[src/rtl/fetch_unit.sv]
// Instruction fetch front end: issues word requests to instruction memory,
// hands instructions to the fetch/decode register, buffers one instruction
// across decode stalls and quietly drains a request made stale by a redirect.
module fetch_unit #(
  parameter int unsigned           DATA_WIDTH = 32,
  parameter logic [DATA_WIDTH-1:0] RESET_PC   = '0
) (
  input  logic                  clk,
  input  logic                  rst_n,
  input  logic                  en,
  input  logic                  redirect,
  input  logic [DATA_WIDTH-1:0] redirect_pc,
  output logic                  imem_req,
  output logic [DATA_WIDTH-1:0] imem_addr,
  input  logic                  imem_ack,
  input  logic [DATA_WIDTH-1:0] imem_rdata,
  output logic                  valid_f,
  output logic [DATA_WIDTH-1:0] read_data_f,
  output logic [DATA_WIDTH-1:0] PC_f,
  output logic [DATA_WIDTH-1:0] PCPlus4_f
);

  typedef enum logic [1:0] {
    FETCH = 2'd0,
    HOLD  = 2'd1,
    DROP  = 2'd2
  } state_e;

  localparam logic [DATA_WIDTH-1:0] PC_STEP    = DATA_WIDTH'(4);
  localparam logic [DATA_WIDTH-1:0] ALIGN_MASK = ~DATA_WIDTH'(3);

  state_e                  state_q;
  logic [DATA_WIDTH-1:0]   pc_q;
  logic [DATA_WIDTH-1:0]   buf_q;
  logic [DATA_WIDTH-1:0]   drop_addr_q;
  logic [DATA_WIDTH-1:0]   target;
  logic [DATA_WIDTH-1:0]   pc_plus4;

  // Word-aligned redirect target and sequential successor
  always_comb begin
    target   = redirect_pc & ALIGN_MASK;
    pc_plus4 = pc_q + PC_STEP;
  end

  // Memory request and decode-side presentation; reset masks req/valid
  always_comb begin
    imem_req    = rst_n && (state_q != HOLD);
    imem_addr   = (state_q == DROP) ? drop_addr_q : pc_q;
    valid_f     = rst_n && !redirect &&
                  (((state_q == FETCH) && imem_ack) || (state_q == HOLD));
    read_data_f = (state_q == HOLD) ? buf_q : imem_rdata;
    PC_f        = pc_q;
    PCPlus4_f   = pc_plus4;
  end

  // Fetch FSM: redirect wins over ack and en in every state
  always_ff @(posedge clk) begin
    if (!rst_n) begin
      state_q     <= FETCH;
      pc_q        <= RESET_PC & ALIGN_MASK;
      buf_q       <= '0;
      drop_addr_q <= '0;
    end else begin
      unique case (state_q)
        FETCH: begin
          if (redirect) begin
            pc_q <= target;
            if (!imem_ack) begin
              // Request still in flight: remember its address so the
              // bus sees a stable request until the stale ack arrives.
              drop_addr_q <= pc_q;
              state_q     <= DROP;
            end
          end else if (imem_ack) begin
            if (en) begin
              pc_q <= pc_plus4;
            end else begin
              buf_q   <= imem_rdata;
              state_q <= HOLD;
            end
          end
        end
        HOLD: begin
          if (redirect) begin
            pc_q    <= target;
            state_q <= FETCH;
          end else if (en) begin
            pc_q    <= pc_plus4;
            state_q <= FETCH;
          end
        end
        DROP: begin
          if (redirect) pc_q <= target;
          if (imem_ack) state_q <= FETCH;
        end
        default: state_q <= FETCH;
      endcase
    end
  end

endmodule

[config.mk]
export PLATFORM = sky130hd
export DESIGN_NAME = fetch_unit
export DESIGN_NICKNAME = d
export VERILOG_FILES = /design/src/rtl/fetch_unit.sv
export SDC_FILE = /design/constraint.sdc
export NUM_CORES = 1
export LEC_CHECK = 0
export CAP_MARGIN = 0
export CORE_ASPECT_RATIO = 0.5
export CORE_UTILIZATION = 41
export DETAILED_ROUTE_END_ITERATION = 8
export GPL_TIMING_DRIVEN = 0
export PLACE_DENSITY_LB_ADDON = 0.3
export SYNTH_ARGS = -nofsm -noshare
export SYNTH_HDL_FRONTEND = slang
export SYNTH_SLANG_ARGS = --single-unit
[constraint.sdc]
create_clock -name clk -period 2 [get_ports clk]
set_clock_uncertainty 0.2 [all_clocks]
set_input_delay 0.2 -clock clk [delete_from_list [all_inputs] [get_ports clk]]
set_output_delay 0.2 -clock clk [all_outputs]
set_load 0.03 [all_outputs]
======== Word-level counts from Yosys, hierarchy flattened ========
Index checks and enable logic that the tools add are counted.
operators by class
  add/subtract/negate cells ............... 1
  eq/ne operators ......................... 9
  muxes and demuxes ....................... 16
  bitwise operators ....................... 3
  reductions and logical operators ........ 12
operator list
  kind                   number
  $mux 32                7
  $pmux 32 s3            1
  $add 32x3->32 const B  1
  $mux 2                 7
  $ne 3x3->1 const B     4
  $pmux 2 s3             1
  $reduce_and 3->1       2
  $reduce_and 5->1       1
  $logic_and 1x1->1      4
  $ne 2x2->1 const B     2
  $reduce_and 4->1       1
  $not 1->1              3
  $reduce_bool 3->1      1
  $eq 2x1->1 const B     1
  $eq 2x2->1 const B     1
  $logic_not 2->1        1
  $ne 2x1->1 const B     1
  $logic_not 1->1        1
  $logic_or 1x1->1       1
storage, ports and cells
  bits in registers ....................... 98
  bits of input ports ..................... 69
  logic and storage cells ................. 45

======== Logic depth before layout (Yosys ltp) ========
Gate-level depths: netlist (run 1).
  depth after elaboration ................. 5
  gate-level depth with buffers ........... 8
  depth with buffers taken out ............ 5

======== Least setup slack after synthesis (run 1) ========
No wires, ideal clock.
  kind .................................... register -> output
  start ................................... reg pc_q[13] (netlist: PC_f[13])
  end ..................................... out PCPlus4_f[31]
  data arrival time ....................... 2245 ps
  slack ................................... -645 ps
  stages on the path, launching flop included .. 8
  buffers on the path ..................... 2
  cell sequence ........................... dfxtp_1 -> buf_2 -> and4_2 -> nand3_4 -> or3_1 -> buf_6 -> nor3_2 -> xor2_1
on the way
  word-level cells in the longest chain between the ends .. 1
RTL lines
  element                 line  text
  start, declared         33    logic [DATA_WIDTH-1:0] pc_q;
  start signal, assigned  60    pc_q <= RESET_PC & ALIGN_MASK;
  start signal, assigned  67    pc_q <= target;
  start signal, assigned  76    pc_q <= pc_plus4;
  $add 32x3->32           42    pc_plus4 = pc_q + PC_STEP;
  end, declared           20    output logic [DATA_WIDTH-1:0] PCPlus4_f
No other way between the ends.

======== Final worst setup path (run 1) ========
  start ................................... reg pc_q[5] (netlist: PC_f[5])
  end ..................................... out PCPlus4_f[29]
Same word-level chain as after synthesis.

==> results.cfg, run 1 <==
[die]
num_rows = 29
die_h_um = 83.4
io_pins = 199
coreArea_um2 = 12800
die_area_um2 = 13700
start_util_pct = 42.4
fp.dieW_um = 165

[outcome]
outcome = finished, violations left
violations = negative setup slack

[placed_design]
dp_hpwl_um = 13700
dp_slack_ns = -0.979
port_buffers = 189
dp_cells = 1093
globalplace.congestion = 0.881

[detailed_routing]
drt_iter0_markers = 757
wire_per_inst_um = 20.4
drc = 0
drtAntennaViolNets = 0
wirelength_um = 24200
viasPerCell = 5.88
vias = 6962
firstDrtPassIters = 5

[power]
powerDensity_nw_per_um2 = 579
p_leak_nw = 4.17
ir_drop_v = 0.000391

[setup_path]
cp.required_ns = 1.60
crit_slowest_cell = or4_4
arrival_ns = 2.16
crit_path_start_kind = flip-flop
crit_chain = and4_4 > buf_6 > nand3_4 > buf_4 > or4_4 > xnor2_2 > buf_6
worstPathMaxFanout = 5
worst_setup_path_end_kind = output pin
critPathMaxStageDelay_ns = 0.53
worst_path_most_repeated_cell = buf_6
critPathKind = flip-flop to output pin

[yosys]
yosysSeqAreaShare_pct = 34.6
synth_top_area_share_pct = 34.6
synth_seq_cells = 94
synthCells = 729
synth_cell_types = 64
synth_edf_count = 0
ys.flop_type = dfxtp_1
synth_top_cell_by_area = dfxtp_1
synth-async-reset-ratio_pct = 0
syn_area_per_cell_um2 = 7.46
yosys-top-cells-area = dfxtp_1 (35%), nand2_1 (16%), a21oi_1 (7.9%)
ys_warn_count = 0
syn_area_um2 = 5440

[clock_tree]
cts_buffers = 9
cts_max_level = 3
cts_tree = built
clk_pin_slew_ns = 0.07
cts_num_sinks = 94
clk_latency_ns = 0.35
cts-root-buf = clkbuf_16
cts_buffer_depth = 2

[grt]
grt_usage_pct = 30.9
grt_pass1_wl_um = 33000
globalRouteOverflowTotal = 0
first_global_vias = 6275
grt_max_degree = 17
grt_antenna_before_repair = 0

[timing]
rsz0062_at_grt = true
fin_setup_tns_ns = -11.50
setup_slack_ns = -0.563
worstMarginPinSlew_ns = 0.740
min_period_over_period_pct = 128
finalHoldViolations = 0
post-route-min-period_ns = 2.56
fmax_ghz = 0.390
maxSlewHeadroom_pct = 50.6
slew_viol_final = 0
finalSetupViolations = 58
whs_ns = 0.0176

[finish]
n_fill_cell = 840
fin_nets = 1079
final_cell_count_no_fill = 1184
synthToLayoutAreaGrowth_pct = 79.0
fin_util_pct = 75.9
drive_above_1_share_pct = 41.5
num_antenna_cells = 0

[job]
cap_violations = 0

[min_path]
holdCritPathClass = input pin to flip-flop
power by group:
group | internal (mW) | switching [mW] | total, mW
combinational | 0.837 | 1.09 | 1.93
clock | 0.843 | 0.800 | 1.64
sequential | 1.96 | 0.101 | 2.06
total | 3.64 | 1.99 | 5.63
cell type report:
type	count	area, µm²	share of cell area, %
Buffer	57	499	5.13
Clock buffer	10	229	2.35
Clock inverter	6	40.0	0.412
Inverter	11	41.3	0.424
Multi-Input combinational cell	557	3940	40.5
Sequential cell	94	1970	20.3
Tap cell	170	213	2.19
Timing Repair Buffer	279	2800	28.8
worst max-delay path, delay by kind of cell, from the launching register on:
| family | cells | cell delay, ns |
|---|---|---|
| and+or+nand+nor | 3 | 0.81 |
| buffers and inverters | 3 | 0.45 |
| DFF | 1 | 0.35 |
| xor gates and xnor gates | 1 | 0.19 |
worst paths after layout:
path              cells past startpoint             startpoint               endpoint  slack, ns
hold reg to reg                       2  buf_q[1]$_SDFFE_PN0P_  buf_q[1]$_SDFFE_PN0P_       0.26
setup / recovery                      7   PC_f[5]$_SDFFE_PN0P_          PCPlus4_f[29]      -0.56
setup reg to reg                      9   PC_f[5]$_SDFFE_PN0P_  PC_f[29]$_SDFFE_PN0P_      -0.29
hold / removal                        3                  rst_n  PC_f[27]$_SDFFE_PN0P_       0.02
cells in the mapped netlist (all sizes together) (2+ instances only):
| master | count |
|---|---|
| a31oi | 2 |
| xor2 | 12 |
| or4 | 2 |
| o31ai | 4 |
| mux2 | 32 |
| a311oi | 5 |
| o21a | 6 |
| dfxtp | 94 |
| nor2 | 18 |
| a21o | 5 |
| nand3 | 18 |
| and4 | 7 |
| o221ai | 5 |
| inv | 11 |
| and3 | 7 |
| a21oi | 86 |
| a211oi | 8 |
| buf | 27 |
| o31a | 2 |
| and2 | 3 |
| mux2i | 3 |
| clkbuf | 45 |
| nand2b | 4 |
| nand2 | 226 |
| nor4 | 5 |
| o22ai | 3 |
| or2 | 2 |
| nor3 | 8 |
| or3 | 6 |
| xnor2 | 16 |
| nand4 | 6 |
| o21ai | 35 |
| a221oi | 3 |
layer usage:
layer  track usage [%]  share of wire, %
met1              38.6                38
met4              10.3               4.5
met3              11.0                12
met5                 0                 0
met2              49.4                46
logic make-up (layout without fill, tap and decap cells):
group	after synthesis	count (layout)	share of synthesized area [%]
and+or+nand+nor	315	315	26.4
AOI/OAI and AO/OA	172	172	18.9
DFF	94	94	34.6
buffers and inverters	83	363	8.08
muxes	35	35	7.18
xor gates and xnor gates	28	28	4.51
adders and majority gates	1	1	0.230
other	1	6	0.0690
through the flow:
step	total power, mW	area [µm²]
final	5.63	9730
after CTS	5.38	8970
after global routing	5.79	9730
after global placement	3.70	7850
after floorplan	3.03	5750
after detailed placement	3.72	7850
layout by cell type (no fill, tap or decap), types with 7 or more instances in the layout:
cell               n
nand2_1          192
buf_6            109
clkdlybuf4s50_1   88
a21oi_1           81
buf_4             72
dfxtp_1           65
nand2_2           25
mux2_4            23
o21ai_0           23
dfxtp_4           21
clkbuf_1          18
clkbuf_16         14
clkbuf_2          12
xnor2_2           11
nor2_1            11
inv_1             10
nand3_1           10
o21ai_2           10
mux2_2             9
dfxtp_2            8
nand2_4            8
nand3_4            7
buf_8              7
nor2_4             7
what timing repair did:
| item | in CTS | in global routing |
|---|---|---|
| gates resized for setup | 701 | 222 |
| setup buffers | 65 | 29 |
| setup endpoints to repair | 155 | 174 |
| pin swaps | 40 | 49 |
| hold buffers | 1 | 0 |
| hold endpoints to repair | 3 | 0 |
| cloned | 3 | 4 |
state kept, by name, summed over array words and instances, names as in the netlist:
signal       count
buf_q           32
PC_f            30
drop_addr_q     30
state_q          2
(Power assumes the default switching activity.)
==> run 2, diff against run 1 <==
Settings changed: CTS_CLUSTER_SIZE set to 40.
==> results of run 2 <==
Final layout, timing and power as in run 1 (identical DEF).
==> run 3, diff against run 2 <==
Settings changed: REMOVE_ABC_BUFFERS set to 1, SKIP_LAST_GASP set to 1.
==> results.cfg, run 3 (same netlist as run 1, synthesis figures left out) <==
[outcome]
outcome = finished, violations left
violations = negative setup slack

[grt]
grt.busiest_layer = met2
grt_pass1_wl_um = 32200
use_met2_pct = 47.9
globalRouteOverflowTotal = 0
grt_antenna_before_repair = 0
grt_usage_pct = 30.1
grt_util_met3_pct = 9.04
grt_max_degree = 78
first_global_vias = 6096
met1_usage_pct = 38.0

[power]
total_power_mw = 5.86
ir_drop_v = 0.000499
p_leak_nw = 3.99
powerDensity_nw_per_um2 = 629

[die]
coreArea_um2 = 12800
io_pins = 199
die_area_um2 = 13700
start_util_pct = 42.4
fp.dieW_um = 165
die_h_um = 83.4
num_rows = 29

[detailed_routing]
wirelength_um = 23900
wire_per_inst_um = 20.5
drtAntennaViolNets = 0
viasPerCell = 5.89
vias = 6879
drc = 0
firstDrtPassIters = 8
drt_iter0_markers = 735

[setup_path]
r2r-start = PC_f[4]$_SDFFE_PN0P_
critPathMaxStageDelay_ns = 0.48
arrival_ns = 2.14
worstPathMaxFanout = 6
crit_path_start_kind = flip-flop
worst_setup_path_end_kind = output pin
cp.buffers_inverters = 1
critPathKind = flip-flop to output pin
crit_chain = and3_4 > nand3_4 > or3_4 > nor3_4 > xor2_1 > buf_4
crit_family = simple AND/OR/NAND/NOR gates
crit_slowest_cell = or3_4
cp.required_ns = 1.60
startpoint = PC_f[21]$_SDFFE_PN0P_

[placed_design]
dp_hpwl_um = 11400
dp_cells = 1026
globalplace.congestion = 0.803
port_buffers = 190
place_area_um2 = 7250

[timing]
worstMarginPinSlew_ns = 0.587
rsz0062_at_grt = true
setup_slack_ns = -0.540
post-route-min-period_ns = 2.54
finalHoldViolations = 0
whs_ns = 0.216
fmax_ghz = 0.394
min_period_over_period_pct = 127
finalSetupViolations = 65
slew_viol_final = 0
maxSlewHeadroom_pct = 60.8

[job]
cap_violations = 0

[finish]
synthToLayoutAreaGrowth_pct = 71.3
largest_reg_flops = 32
fin_nets = 1062
design_area_um2 = 9310
final_cell_count_no_fill = 1167
regMostFlops = buf_q
mostFrequentLayoutCells = nand2_1 (209), buf_4 (91), clkdlybuf4s50_1 (88), a21oi_1 (86), dfxtp_1 (66)
fin_util_pct = 72.7
drive_above_1_share_pct = 39.6
final_common_cell = nand2_1
num_antenna_cells = 0

[clock_tree]
clk_pin_slew_ns = 0.07
clk_latency_ns = 0.35
cts_buffers = 9
cts-root-buf = clkbuf_16
cts_tree = built
cts_buffer_depth = 2
cts_hold_buf = 0
cts_num_sinks = 94
cts_max_level = 3

[min_path]
holdCritPathClass = input pin to flip-flop
worstHoldStart = imem_rdata[11]
run 3: changes by cell type in the layout (fill, tap and decap cells not counted), sizes merged, moves of 2 or more:
| cell | previous run | this run |
|---|---|---|
| nand2b | 4 | 11 |
| clkinv | 5 | 2 |
| clkbuf | 49 | 18 |
| buf | 198 | 201 |
| bufinv | 0 | 2 |
run 3: routing by layer:
metal,vias to the layer above,routed length [µm]
li1,3022,-
met1,3219,9030
met2,516,10900
met3,122,2930
met4,0,1020
met5,-,0
run 3: tightest hold or removal path: stages:
cell and delay, ns:
clkdlybuf4s50_1 0.41, nand2_1 0.06, a21oi_1 0.05
run 3: path summary, 6_finish.rpt:
check	endpoint	slack (ns)	cells after the start
worst max register to register	PC_f[21]$_SDFFE_PN0P_	-0.21	9
worst min-delay path	buf_q[11]$_SDFFE_PN0P_	0.22	3
worst max-delay path	PCPlus4_f[31]	-0.54	6
worst min register to register	buf_q[0]$_SDFFE_PN0P_	0.25	2
run 3: what timing repair did:
| action | CTS | global route |
|---|---|---|
| setup buffers | 58 | 57 |
| endpoints found under the setup margin | 194 | 104 |
| cloned | 10 | 2 |
| resized for setup | 530 | 277 |
| endpoints found under the hold margin | 0 | 0 |
| pin swaps | 19 | 52 |
run 3: layout make-up:
cell class | instances | area (µm²)
clock buffers | 10 | 239
clock inverters | 6 | 91.3
fillers | 904 | 3500
inverters | 11 | 46.3
multi-input cells | 567 | 3860
flip-flops and latches | 94 | 1980
well taps | 170 | 213
repair buffers | 308 | 2870
repair inverters | 1 | 7.51
run 3: metrics by stage:
stage | setup TNS (ns) | setup slack [ns]
after CTS | -9.11 | -0.515
after detailed placement | -159.30 | -1.38
after global placement | -299.55 | -2.87
after global routing | -14.70 | -0.572
final | -10.75 | -0.540
after floorplan | -72.97 | -1.08
run 3: report_power, final:
part / switching (mW) / internal [mW]
Combinational: 1.07 / 0.760
Sequential: 0.0912 / 1.96
Clock: 0.830 / 1.14
